<file path="config.mk">
export PLATFORM = sky130hd
export DESIGN_NAME = temperature_scan_controller_flat
export DESIGN_NICKNAME = d
export VERILOG_FILES = /design/src/rtl/temp_scan_pkg.sv /design/src/rtl/temperature_scan_controller_if.sv /design/src/rtl/temp_channel_tracker.sv /design/src/rtl/temperature_scan_controller.sv /design/src/flat_wrapper.sv
export SDC_FILE = /design/constraint.sdc
export NUM_CORES = 1
export LEC_CHECK = 0
export CORE_UTILIZATION = 45
export CTS_CLUSTER_DIAMETER = 200
export DETAILED_ROUTE_END_ITERATION = 8
export DONT_BUFFER_PORTS = 1
export PLACE_DENSITY = 0.68
export SLEW_MARGIN = 40
export SYNTH_ARGS = -nofsm -noshare
export SYNTH_HDL_FRONTEND = slang
export SYNTH_SLANG_ARGS = --single-unit
export TNS_END_PERCENT = 50
</file>
<file path="constraint.sdc">
create_clock -name clk -period 2.2 [get_ports clk]
set_input_delay 0.11 -clock clk [delete_from_list [all_inputs] [get_ports clk]]
set_output_delay 0.11 -clock clk [all_outputs]
set_load 0.02 [all_outputs]
</file>
<file path="src/rtl/temp_scan_pkg.sv">
// Shared types and widths for the temperature scan controller.
package temp_scan_pkg;

  localparam int unsigned TEMP_W = 8;
  localparam int unsigned CNT_W  = 4;
  localparam int unsigned TO_W   = 8;

  typedef enum logic [1:0] {
    IDLE,
    REQ,
    EVAL,
    NEXT
  } state_e;

endpackage

</file>
<file path="src/rtl/temperature_scan_controller_if.sv">
// Sensor-side req/ack sample bus. The controller is the master, the sensor mux the slave.
interface temperature_scan_controller_if
  import temp_scan_pkg::*;
#(
  parameter int unsigned NUM_SENSORS = 4
);
  localparam int unsigned SEL_W = $clog2(NUM_SENSORS);

  logic              sampleReq;
  logic [SEL_W-1:0]  sampleSel;
  logic              sampleAck;
  logic [TEMP_W-1:0] sampleData;

  modport master (
    output sampleReq,
    output sampleSel,
    input  sampleAck,
    input  sampleData
  );

  modport slave (
    input  sampleReq,
    input  sampleSel,
    output sampleAck,
    output sampleData
  );
endinterface

</file>
<file path="src/rtl/temp_channel_tracker.sv">
// Per-sensor state: saturating abnormal-sample count, debounced alarm and timeout fault.
// Optional LATCH_ALARM_EN makes the alarm sticky until alarm_clear_i.
module temp_channel_tracker
  import temp_scan_pkg::*;
#(
  parameter int unsigned ALARM_COUNT = 3
) (
  input  logic clk_i,
  input  logic rst_ni,
  input  logic update_i,       // end of EVAL for this channel
  input  logic abnormal_i,     // analyzer verdict, valid with update_i
  input  logic timeout_i,      // REQ expired without ack
  input  logic ack_ok_i,       // sensor answered
  input  logic alarm_clear_i,
  output logic alarm_o,
  output logic fault_o
);

  localparam logic [CNT_W-1:0] CntMax = CNT_W'(ALARM_COUNT);

  logic [CNT_W-1:0] count_q, count_d;
  logic             fault_q, fault_d;

  // Count and fault next-state; a timeout leaves the count untouched.
  always_comb begin
    count_d = count_q;
    fault_d = fault_q;
    if (update_i) begin
      if (abnormal_i) begin
        count_d = (count_q == CntMax) ? count_q : count_q + CNT_W'(1);
      end else begin
        count_d = '0;
      end
    end
    if (ack_ok_i) begin
      fault_d = 1'b0;
    end else if (timeout_i) begin
      fault_d = 1'b1;
    end
  end

  // Channel state registers.
  always_ff @(posedge clk_i or negedge rst_ni) begin
    if (!rst_ni) begin
      count_q <= '0;
      fault_q <= 1'b0;
    end else begin
      count_q <= count_d;
      fault_q <= fault_d;
    end
  end

  assign fault_o = fault_q;

`ifdef LATCH_ALARM_EN
  logic alarm_q, alarm_d;

  // Sticky alarm: a setting update beats a simultaneous clear.
  always_comb begin
    alarm_d = alarm_q;
    if (update_i && abnormal_i && (count_d == CntMax)) begin
      alarm_d = 1'b1;
    end else if (alarm_clear_i && (count_q < CntMax)) begin
      alarm_d = 1'b0;
    end
  end

  // Latched alarm register.
  always_ff @(posedge clk_i or negedge rst_ni) begin
    if (!rst_ni) begin
      alarm_q <= 1'b0;
    end else begin
      alarm_q <= alarm_d;
    end
  end

  assign alarm_o = alarm_q;
`else
  logic unused_alarm_clear;
  assign unused_alarm_clear = alarm_clear_i;
  assign alarm_o = (count_q == CntMax);
`endif

endmodule

</file>
<file path="src/rtl/temperature_scan_controller.sv">
// Round-robin scheduler sharing one temperature analyzer between NUM_SENSORS sensors.
// Optional macro LATCH_ALARM_EN: sticky alarms cleared by alarmClear.
module temperature_scan_controller
  import temp_scan_pkg::*;
#(
  parameter int unsigned NUM_SENSORS    = 4,
  parameter int unsigned ALARM_COUNT    = 3,
  parameter int unsigned TIMEOUT_CYCLES = 16
) (
  input  logic                                 clk,
  input  logic                                 resetN,
  input  logic                                 enable,
  temperature_scan_controller_if.master        sensor_bus,
  output logic [TEMP_W-1:0]                    analyzerTemperature,
  input  logic                                 analyzerAbnormality,
  input  logic                                 alarmClear,
  output logic [NUM_SENSORS-1:0]               alarm,
  output logic [NUM_SENSORS-1:0]               sensorFault,
  output logic                                 scanDone
);

  localparam int unsigned     SEL_W   = $clog2(NUM_SENSORS);
  localparam logic [SEL_W-1:0] IdxLast = SEL_W'(NUM_SENSORS - 1);
  localparam logic [TO_W-1:0]  ToLast  = TO_W'(TIMEOUT_CYCLES - 1);

  state_e            state_q, state_d;
  logic [SEL_W-1:0]  idx_q, idx_d;
  logic [TO_W-1:0]   to_cnt_q, to_cnt_d;
  logic [TEMP_W-1:0] temp_q, temp_d;
  logic              update, timeout, ack_ok, scan_done, req;

  // Scan FSM: next state, strobes and outputs.
  always_comb begin
    state_d   = state_q;
    idx_d     = idx_q;
    to_cnt_d  = to_cnt_q;
    temp_d    = temp_q;
    update    = 1'b0;
    timeout   = 1'b0;
    ack_ok    = 1'b0;
    scan_done = 1'b0;
    req       = 1'b0;
    unique case (state_q)
      IDLE: begin
        if (enable) begin
          state_d = REQ;
        end
      end
      REQ: begin
        req = 1'b1;
        // Ack on the final timeout cycle still counts as a valid sample.
        if (sensor_bus.sampleAck) begin
          temp_d   = sensor_bus.sampleData;
          ack_ok   = 1'b1;
          to_cnt_d = '0;
          state_d  = EVAL;
        end else if (to_cnt_q == ToLast) begin
          timeout  = 1'b1;
          to_cnt_d = '0;
          state_d  = NEXT;
        end else begin
          to_cnt_d = to_cnt_q + TO_W'(1);
        end
      end
      EVAL: begin
        update  = 1'b1;
        state_d = NEXT;
      end
      NEXT: begin
        if (idx_q == IdxLast) begin
          idx_d     = '0;
          scan_done = 1'b1;
        end else begin
          idx_d = idx_q + SEL_W'(1);
        end
        state_d = enable ? REQ : IDLE;
      end
      default: state_d = IDLE;
    endcase
  end

  // FSM and datapath registers.
  always_ff @(posedge clk or negedge resetN) begin
    if (!resetN) begin
      state_q  <= IDLE;
      idx_q    <= '0;
      to_cnt_q <= '0;
      temp_q   <= '0;
    end else begin
      state_q  <= state_d;
      idx_q    <= idx_d;
      to_cnt_q <= to_cnt_d;
      temp_q   <= temp_d;
    end
  end

  assign sensor_bus.sampleReq = req;
  assign sensor_bus.sampleSel = idx_q;
  assign analyzerTemperature  = temp_q;
  assign scanDone             = scan_done;

  for (genvar i = 0; i < NUM_SENSORS; i++) begin : g_chan
    logic sel;
    assign sel = (idx_q == SEL_W'(i));

    temp_channel_tracker #(
      .ALARM_COUNT (ALARM_COUNT)
    ) u_tracker (
      .clk_i         (clk),
      .rst_ni        (resetN),
      .update_i      (update && sel),
      .abnormal_i    (analyzerAbnormality),
      .timeout_i     (timeout && sel),
      .ack_ok_i      (ack_ok && sel),
      .alarm_clear_i (alarmClear),
      .alarm_o       (alarm[i]),
      .fault_o       (sensorFault[i])
    );
  end

endmodule

</file>
<file path="src/flat_wrapper.sv">
// flat-port wrapper written by rule: the top's interface ports become plain ports
module temperature_scan_controller_flat import temp_scan_pkg::*;
#(
  parameter int unsigned NUM_SENSORS    = 4,
  parameter int unsigned ALARM_COUNT    = 3,
  parameter int unsigned TIMEOUT_CYCLES = 16
)
  (clk, resetN, enable, analyzerTemperature, analyzerAbnormality, alarmClear, alarm, sensorFault, scanDone, sensor_bus_sampleReq, sensor_bus_sampleSel, sensor_bus_sampleAck, sensor_bus_sampleData);
  temperature_scan_controller_if #(.NUM_SENSORS(NUM_SENSORS)) sensor_bus_i ();
  input  logic clk;
  input  logic resetN;
  input  logic enable;
  output logic [TEMP_W-1:0] analyzerTemperature;
  input  logic analyzerAbnormality;
  input  logic alarmClear;
  output logic [NUM_SENSORS-1:0] alarm;
  output logic [NUM_SENSORS-1:0] sensorFault;
  output logic scanDone;
  output wire logic [$bits(sensor_bus_i.sampleReq)-1:0] sensor_bus_sampleReq;
  output wire logic [$bits(sensor_bus_i.sampleSel)-1:0] sensor_bus_sampleSel;
  input wire logic [$bits(sensor_bus_i.sampleAck)-1:0] sensor_bus_sampleAck;
  input wire logic [$bits(sensor_bus_i.sampleData)-1:0] sensor_bus_sampleData;
  assign sensor_bus_sampleReq = sensor_bus_i.sampleReq;
  assign sensor_bus_sampleSel = sensor_bus_i.sampleSel;
  assign sensor_bus_i.sampleAck = sensor_bus_sampleAck;
  assign sensor_bus_i.sampleData = sensor_bus_sampleData;
  temperature_scan_controller #(.NUM_SENSORS(NUM_SENSORS), .ALARM_COUNT(ALARM_COUNT), .TIMEOUT_CYCLES(TIMEOUT_CYCLES)) u_core (.clk(clk), .resetN(resetN), .enable(enable), .sensor_bus(sensor_bus_i), .analyzerTemperature(analyzerTemperature), .analyzerAbnormality(analyzerAbnormality), .alarmClear(alarmClear), .alarm(alarm), .sensorFault(sensorFault), .scanDone(scanDone));
endmodule
</file>
==> results of run 1 <==
[metal layers]
metal	track usage, %	up-vias	wire, um
li1	-	745	-
met1	21.8	699	1860
met2	28.4	22	1840
met3	6.27	2	195
met4	6.00	0	17
met5	0	-	0
[registers in the layout, indices dropped and copies added (netlist names)]
register / flops
u_core.g_chan.u_tracker.count_q: 16
u_core.analyzerTemperature: 8
u_core.to_cnt_q: 8
u_core.g_chan.u_tracker.fault_o: 4
u_core.sensor_bus.sampleSel: 2
u_core.state_q: 2
[synthesized netlist by cell type (2+ instances only)]
library cell  number  area (um^2)
nor3_1             6         30.0
nand2_1           20         75.1
buf_6              3         33.8
o2111ai_1          3         26.3
nor3b_1            3         22.5
a21oi_1           15         75.1
o21ai_0           13         65.1
xor2_1             3         26.3
and3_1             2         12.5
a31oi_1            6         37.5
clkbuf_1           3         11.3
inv_1              5         18.8
mux2_2            10          113
ha_1              14          175
nand3_1           10         50.1
nor2_1             7         26.3
xnor2_1            6         52.6
a22o_1             5         43.8
nor2b_1            4         25.0
dfrtp_1           40         1000
buf_4              8         60.1
[through the flow]
stage,setup WS [ns],total power [mW],hold slack [ns],instances,cell area (um^2)
4_1_cts,0.402,2.98,0.0250,269,2390
5_1_grt,0.227,3.18,0.0454,269,2390
3_3_place_gp,0.467,2.30,-0.184,249,2150
6_report,0.429,2.94,0.0382,269,2390
2_1_floorplan,0.472,2.14,-0.186,205,2150
3_5_place_dp,0.404,2.33,-0.184,249,2150
[worst min-delay path: stages]
cell	delay (ns)
nor2b_1	0.05
nand2_1	0.06
o21ai_0	0.06
[area by class of cell]
type	count	share of cell area (%)
multi-input cells	144	42.1
flip-flops and latches	40	41.9
repair buffers	20	7.96
clock buffers	6	3.04
well taps	52	2.72
clock inverters	2	1.47
inverters	5	0.786
[cell families (layout without fill, tap and decap cells)]
family          Yosys count  count (layout)  synth area share (%)
fa+ha+maj                14              14                  8.14
simple gates             60              60                  14.7
mux                      11              11                  5.70
xor+xnor                  9               9                  3.67
buf+inv                  21              33                  6.69
flops                    40              40                  46.5
compound gates           50              50                  14.6
[worst paths after layout]
path | end | slack, ns | depth (start not counted)
worst max-delay path | u_core.g_chan[1].u_tracker.count_q[1] | 0.43 | 7
worst min-delay path | u_core.to_cnt_q[2] | 0.04 | 3
worst max register to register | u_core.g_chan[1].u_tracker.count_q[1] | 0.43 | 7
worst min register to register | u_core.to_cnt_q[7] | 0.52 | 1
max in group asynchronous | u_core.to_cnt_q[6] | 1.72 | 2
min in group asynchronous | u_core.g_chan[2].u_tracker.count_q[3] | 0.27 | 2
[power groups by stage]
stage | Clock (mW) | Combinational (mW) | Sequential [mW]
finish | 0.584 | 1.01 | 1.34
floorplan | 0 | 0.825 | 1.32
global route | 0.637 | 1.16 | 1.38
detailed placement | 0 | 0.978 | 1.36
CTS | 0.612 | 1.02 | 1.34
global placement | 0 | 0.953 | 1.35
==> impl_metrics.csv, run 1 <==
group,metric,value,unit
detailed_routing,wl_per_cell,14.6,um
cells_and_area,layout_commonest_cell,"dfrtp_1",
cells_and_area,fin_util,53.4,%
flow_run,maxCapViolCount,0,
global_routing,grt_overflow_total,0,
floorplanning,start_util,48.1,%
clock_tree,cts_resized,0,
floorplanning,die_h,71.1,um
global_routing,grt_pass1_wl,6870,um
clock_tree,clock_path_buffers,2,
sta,post-route-min-period,1.77,ns
sta,fmax,565,MHz
hold_path,hold_path.startpoint,"sensor_bus_sampleAck",
place,gp_congestion,0.778,
sta,slew_headroom,71.8,%
synthesis,avgSynthCellArea,10.5,um^2
power,power.density,1230,mW/mm^2
cells_and_area,final_nets,244,
cells_and_area,drive_above_1_share,14.7,%
setup_path,worst_path_most_repeated_cell,"nand2_1",
global_routing,grt_max_degree,41,
cells_and_area,diodes,0,
detailed_routing,drt_wl_total,3910,um
global_routing,antenna_found_initial,0,
power,leakage,1.06,nW
synthesis,synth_edf_count,0,
global_routing,first_global_vias,1533,
floorplanning,die_w,71.1,um
detailed_routing,via_per_inst,5.46,
power,p_seq_share,45.6,%
sta,skew,0.00771,ns
hold_path,hold_class,"input pin to flop",
power,p_comb_share,34.5,%
floorplanning,ios,34,
sta,slew_violations,0,
sta,hold_viol_final,0,
sta,setup_viol,0,
synthesis,yosysSeqAreaShare,46.5,%
sta,worst_pin_slew,0.420,ns
power,clkPwrFrac,19.9,%
synthesis,synth_fp_nets,233,
clock_tree,cts_tree,"done",
setup_path,crit_slowest_cell,"dfrtp_1",
synthesis,synthFlopType,"dfrtp_1",
clock_tree,cts_hold_buf,12,
power,irDropWorstVdd,635,uV
clock_tree,cts_made_buffers,5,
clock_tree,cts_sinks,40,
clock_tree,cts_setup_buffers,0,
detailed_routing,vias,1468,
floorplanning,die_area,0.00506,mm^2
clock_tree,clockRootBuffer,"clkbuf_8",
detailed_routing,drt-pass1-iter-count,8,
cells_and_area,regArea,0.00100,mm^2
global_routing,grt_usage,17.5,%
setup_path,crit_buf_inv,2,
clock_tree,htreeDepth,2,
synthesis,syn_area,0.00215,mm^2
setup_path,critPathMaxFanout,9,
setup_path,path_class,"flop to flop",
synthesis,async_flop_share,100,%
cells_and_area,fillCellCount,406,
place,dp_hpwl,2690,um
clock_tree,clk_pin_slew,0.07,ns
setup_path,required,2.37,ns
cells_and_area,multi_input_area,0.00101,mm^2
sta,rsz0062_at_grt,"false",
detailed_routing,ant_nets,0,
detailed_routing,drt-initial-drc-count,107,
setup_path,crit_arrival,1.94,ns
sta,setup_tns,0,ns
setup_path,critPathLaunch,"u_core.state_q[0]",
power,switching_power,1.14,mW
synthesis,synthCells,205,
cells_and_area,final_cell_mix,"dfrtp_1 (40), nand2_1 (20), a21oi_1 (15), ha_1 (14), o21ai_0 (13)",
outcome,violations,"design-rule violations",
clock_tree,clk_latency,0.29,ns
synthesis,yosys_warnings,0,
place,port_buffers,0,
synthesis,synth_seq_cells,40,
detailed_routing,drc_errors,4,
power,p_int,1.80,mW
setup_path,cpLargestDelayFamily,"simple AND/OR/NAND/NOR gates",
setup_path,cp_cell_sequence,"inv_1, ha_1, nor2b_1, buf_4, nand2_1, nand2_1, o21ai_0",
sta,period_share,80.5,%
setup_path,worstSetupStartpointType,"flop",
floorplanning,coreArea,0.00447,mm^2
setup_path,end_kind,"flop",
outcome,outcome,"finished with violations",
synthesis,synth.distinct_cells,40,
setup_path,reg2reg_from,"u_core.state_q[0]",
power,switching_share,38.9,%
setup_path,slowest_delay,0.41,ns
floorplanning,core.rowCount,24,
cells_and_area,syn_to_final_growth,11.1,%
No activity file was read; power rests on OpenSTA's default activity.
==> run 2: changes to the inputs <==
Settings changed: PLACE_DENSITY 0.68 to 0.7.
Clock period 2.2 ns to 1.46 ns, I/O delays scaled along.
==> impl_metrics.csv, run 2 (synthesized netlist as in run 1, its figures left out) <==
group,metric,value,unit
setup_path,worstSetupStartpointType,"flop",
detailed_routing,ant_nets,0,
setup_path,reg2reg_from,"u_core.to_cnt_q[6]",
cells_and_area,final_cell_mix,"buf_4 (45), dfrtp_1 (36), nand2_1 (17), a21oi_1 (14), dlygate4sd3_1 (12)",
setup_path,worst-path-stages,5,
flow_run,maxCapViolCount,0,
clock_tree,htreeDepth,2,
detailed_routing,top_layer,"met4",
detailed_routing,met3_length,190,um
clock_tree,clockRootBuffer,"clkbuf_8",
sta,period_share,106,%
cells_and_area,diodes,0,
global_routing,grt_max_degree,41,
cells_and_area,largest_reg_flops,16,
sta,skew,0.00996,ns
setup_path,path_class,"flop to flop",
outcome,violations,"negative hold slack, negative setup slack",
detailed_routing,drt_wl_total,4780,um
sta,setup_slack,-0.0914,ns
place,port_buffers,0,
detailed_routing,drt-initial-drc-count,111,
setup_path,crit_arrival,1.73,ns
clock_tree,cts_made_buffers,5,
cells_and_area,regMostFlops,"u_core.g_chan.u_tracker.count_q",
detailed_routing,met1Wirelength,2070,um
detailed_routing,vias,1690,
sta,fmax,645,MHz
setup_path,reg2regPathDepth,5,
clock_tree,cts_sinks,40,
setup_path,end_kind,"flop",
setup_path,critPathMaxFanout,3,
sta,post-route-min-period,1.55,ns
sta,setup_viol,2,
power,irDropWorstVdd,809,uV
global_routing,antenna_found_initial,0,
cells_and_area,fin_cells,312,
floorplanning,core.rowCount,24,
sta,hold_ws,-0.0105,ns
power,leakage,1.30,nW
sta,slew_violations,0,
detailed_routing,wl_per_cell,15.3,um
global_routing,first_global_vias,1708,
setup_path,cp_cell_sequence,"buf_6, nor4_4, a21oi_4, nor2_4, mux2_4",
setup_path,rrSetupSlack,-0.09,ns
detailed_routing,via_per_inst,5.42,
setup_path,reg2reg_to,"u_core.state_q[1]",
setup_path,crit_slowest_cell,"dfrtp_1",
sta,rsz0062_at_grt,"true",
hold_path,hold_path.startpoint,"sensor_bus_sampleAck",
cells_and_area,syn_to_final_growth,35.8,%
floorplanning,coreArea,0.00447,mm^2
global_routing,grt_usage,20.1,%
global_routing,grt_pass1_wl,7890,um
cells_and_area,drive_above_1_share,42.3,%
cells_and_area,final_nets,287,
detailed_routing,met2RoutedLength,2450,um
hold_path,min_path_cells,3,
clock_tree,clk_pin_slew,0.08,ns
floorplanning,die_h,71.1,um
hold_path,hold_class,"input pin to flop",
setup_path,cpLargestDelayFamily,"simple AND/OR/NAND/NOR gates",
detailed_routing,drc_errors,0,
sta,hold_viol_final,1,
global_routing,grt_overflow_total,0,
power,power.density,1780,mW/mm^2
floorplanning,ios,34,
hold_path,hold_end,"u_core.to_cnt_q[4]",
outcome,outcome,"finished with violations",
clock_tree,clock_path_buffers,2,
floorplanning,die_w,71.1,um
place,dp_hpwl,3070,um
floorplanning,die_area,0.00506,mm^2
cells_and_area,layout_commonest_cell,"buf_4",
setup_path,slowest_delay,0.40,ns
sta,setup_tns,-0.0917,ns
sta,worst_pin_slew,0.311,ns
setup_path,crit_buf_inv,1,
clock_tree,cts_tree,"done",
floorplanning,start_util,48.1,%
place,dp_cells,279,
sta,slew_headroom,79.1,%
clock_tree,clk_latency,0.30,ns
detailed_routing,drt-pass1-iter-count,6,
setup_path,required,1.64,ns
place,gp_congestion,0.791,
run 2: report_power, final:
| group | total [mW] | switching [mW] | internal [mW] | leakage [nW] |
|---|---|---|---|---|
| clock | 0.732 | 0.396 | 0.336 | 0.0422 |
| sequential | 2.04 | 0.527 | 1.51 | 0.507 |
| combinational | 2.43 | 1.13 | 1.30 | 0.749 |
| total | 5.20 | 2.05 | 3.15 | 1.30 |
run 2: worst max-delay path by stage:
stage / startpoint / endpoint / slack (ns)
after floorplan: u_core.state_q[1] / u_core.state_q[1] / -0.07
after global placement: u_core.to_cnt_q[6] / u_core.state_q[1] / -0.09
after detailed placement: u_core.state_q[0] / u_core.g_chan[3].u_tracker.count_q[1] / -0.12
after CTS: u_core.to_cnt_q[6] / u_core.g_chan[0].u_tracker.fault_o / -0.06
after global routing: u_core.to_cnt_q[6] / u_core.state_q[1] / -0.14
final: u_core.to_cnt_q[6] / u_core.state_q[1] / -0.09
run 2: layer usage:
metal  up-vias  global-route usage, %
li1        829                      -
met1       825                   25.0
met2        28                   33.9
met3         8                   4.99
met4         0                   8.00
met5         -                      0
run 2: area by class of cell:
| type | count | area [um^2] |
|---|---|---|
| multi-input combinational | 144 | 1200 |
| tap | 52 | 65.1 |
| fill | 361 | 1550 |
| sequential | 40 | 1010 |
| inverter | 5 | 18.8 |
| timing repair buffer | 63 | 552 |
| clock buffer | 7 | 76.3 |
| clock inverter | 1 | 5.00 |
run 2: what timing repair did:
action                                  in CTS  in global routing
buffers inserted                             6                  6
endpoints found under the hold margin       62                  6
hold buffers                                12                  1
endpoints found under the setup margin      33                 33
pin swaps                                    7                 16
resized for setup                           19                 33
run 2: stage by stage:
stage               setup slack, ns  instance area, um^2  utilization, %  power (mW)
floorplan                   -0.0669                 2190               -        3.32
global placement            -0.0946                 2430            54.3        3.94
detailed placement           -0.125                 2430            54.3        4.02
CTS                         -0.0598                 2770            61.8        4.96
global route                 -0.143                 2920            65.3        5.58
finish                      -0.0914                 2920            65.3        5.20
run 2: tightest hold or removal path, stage by stage:
cell	delay (ns)
o21ai_0	0.06
nand2_1	0.06
o31ai_1	0.05
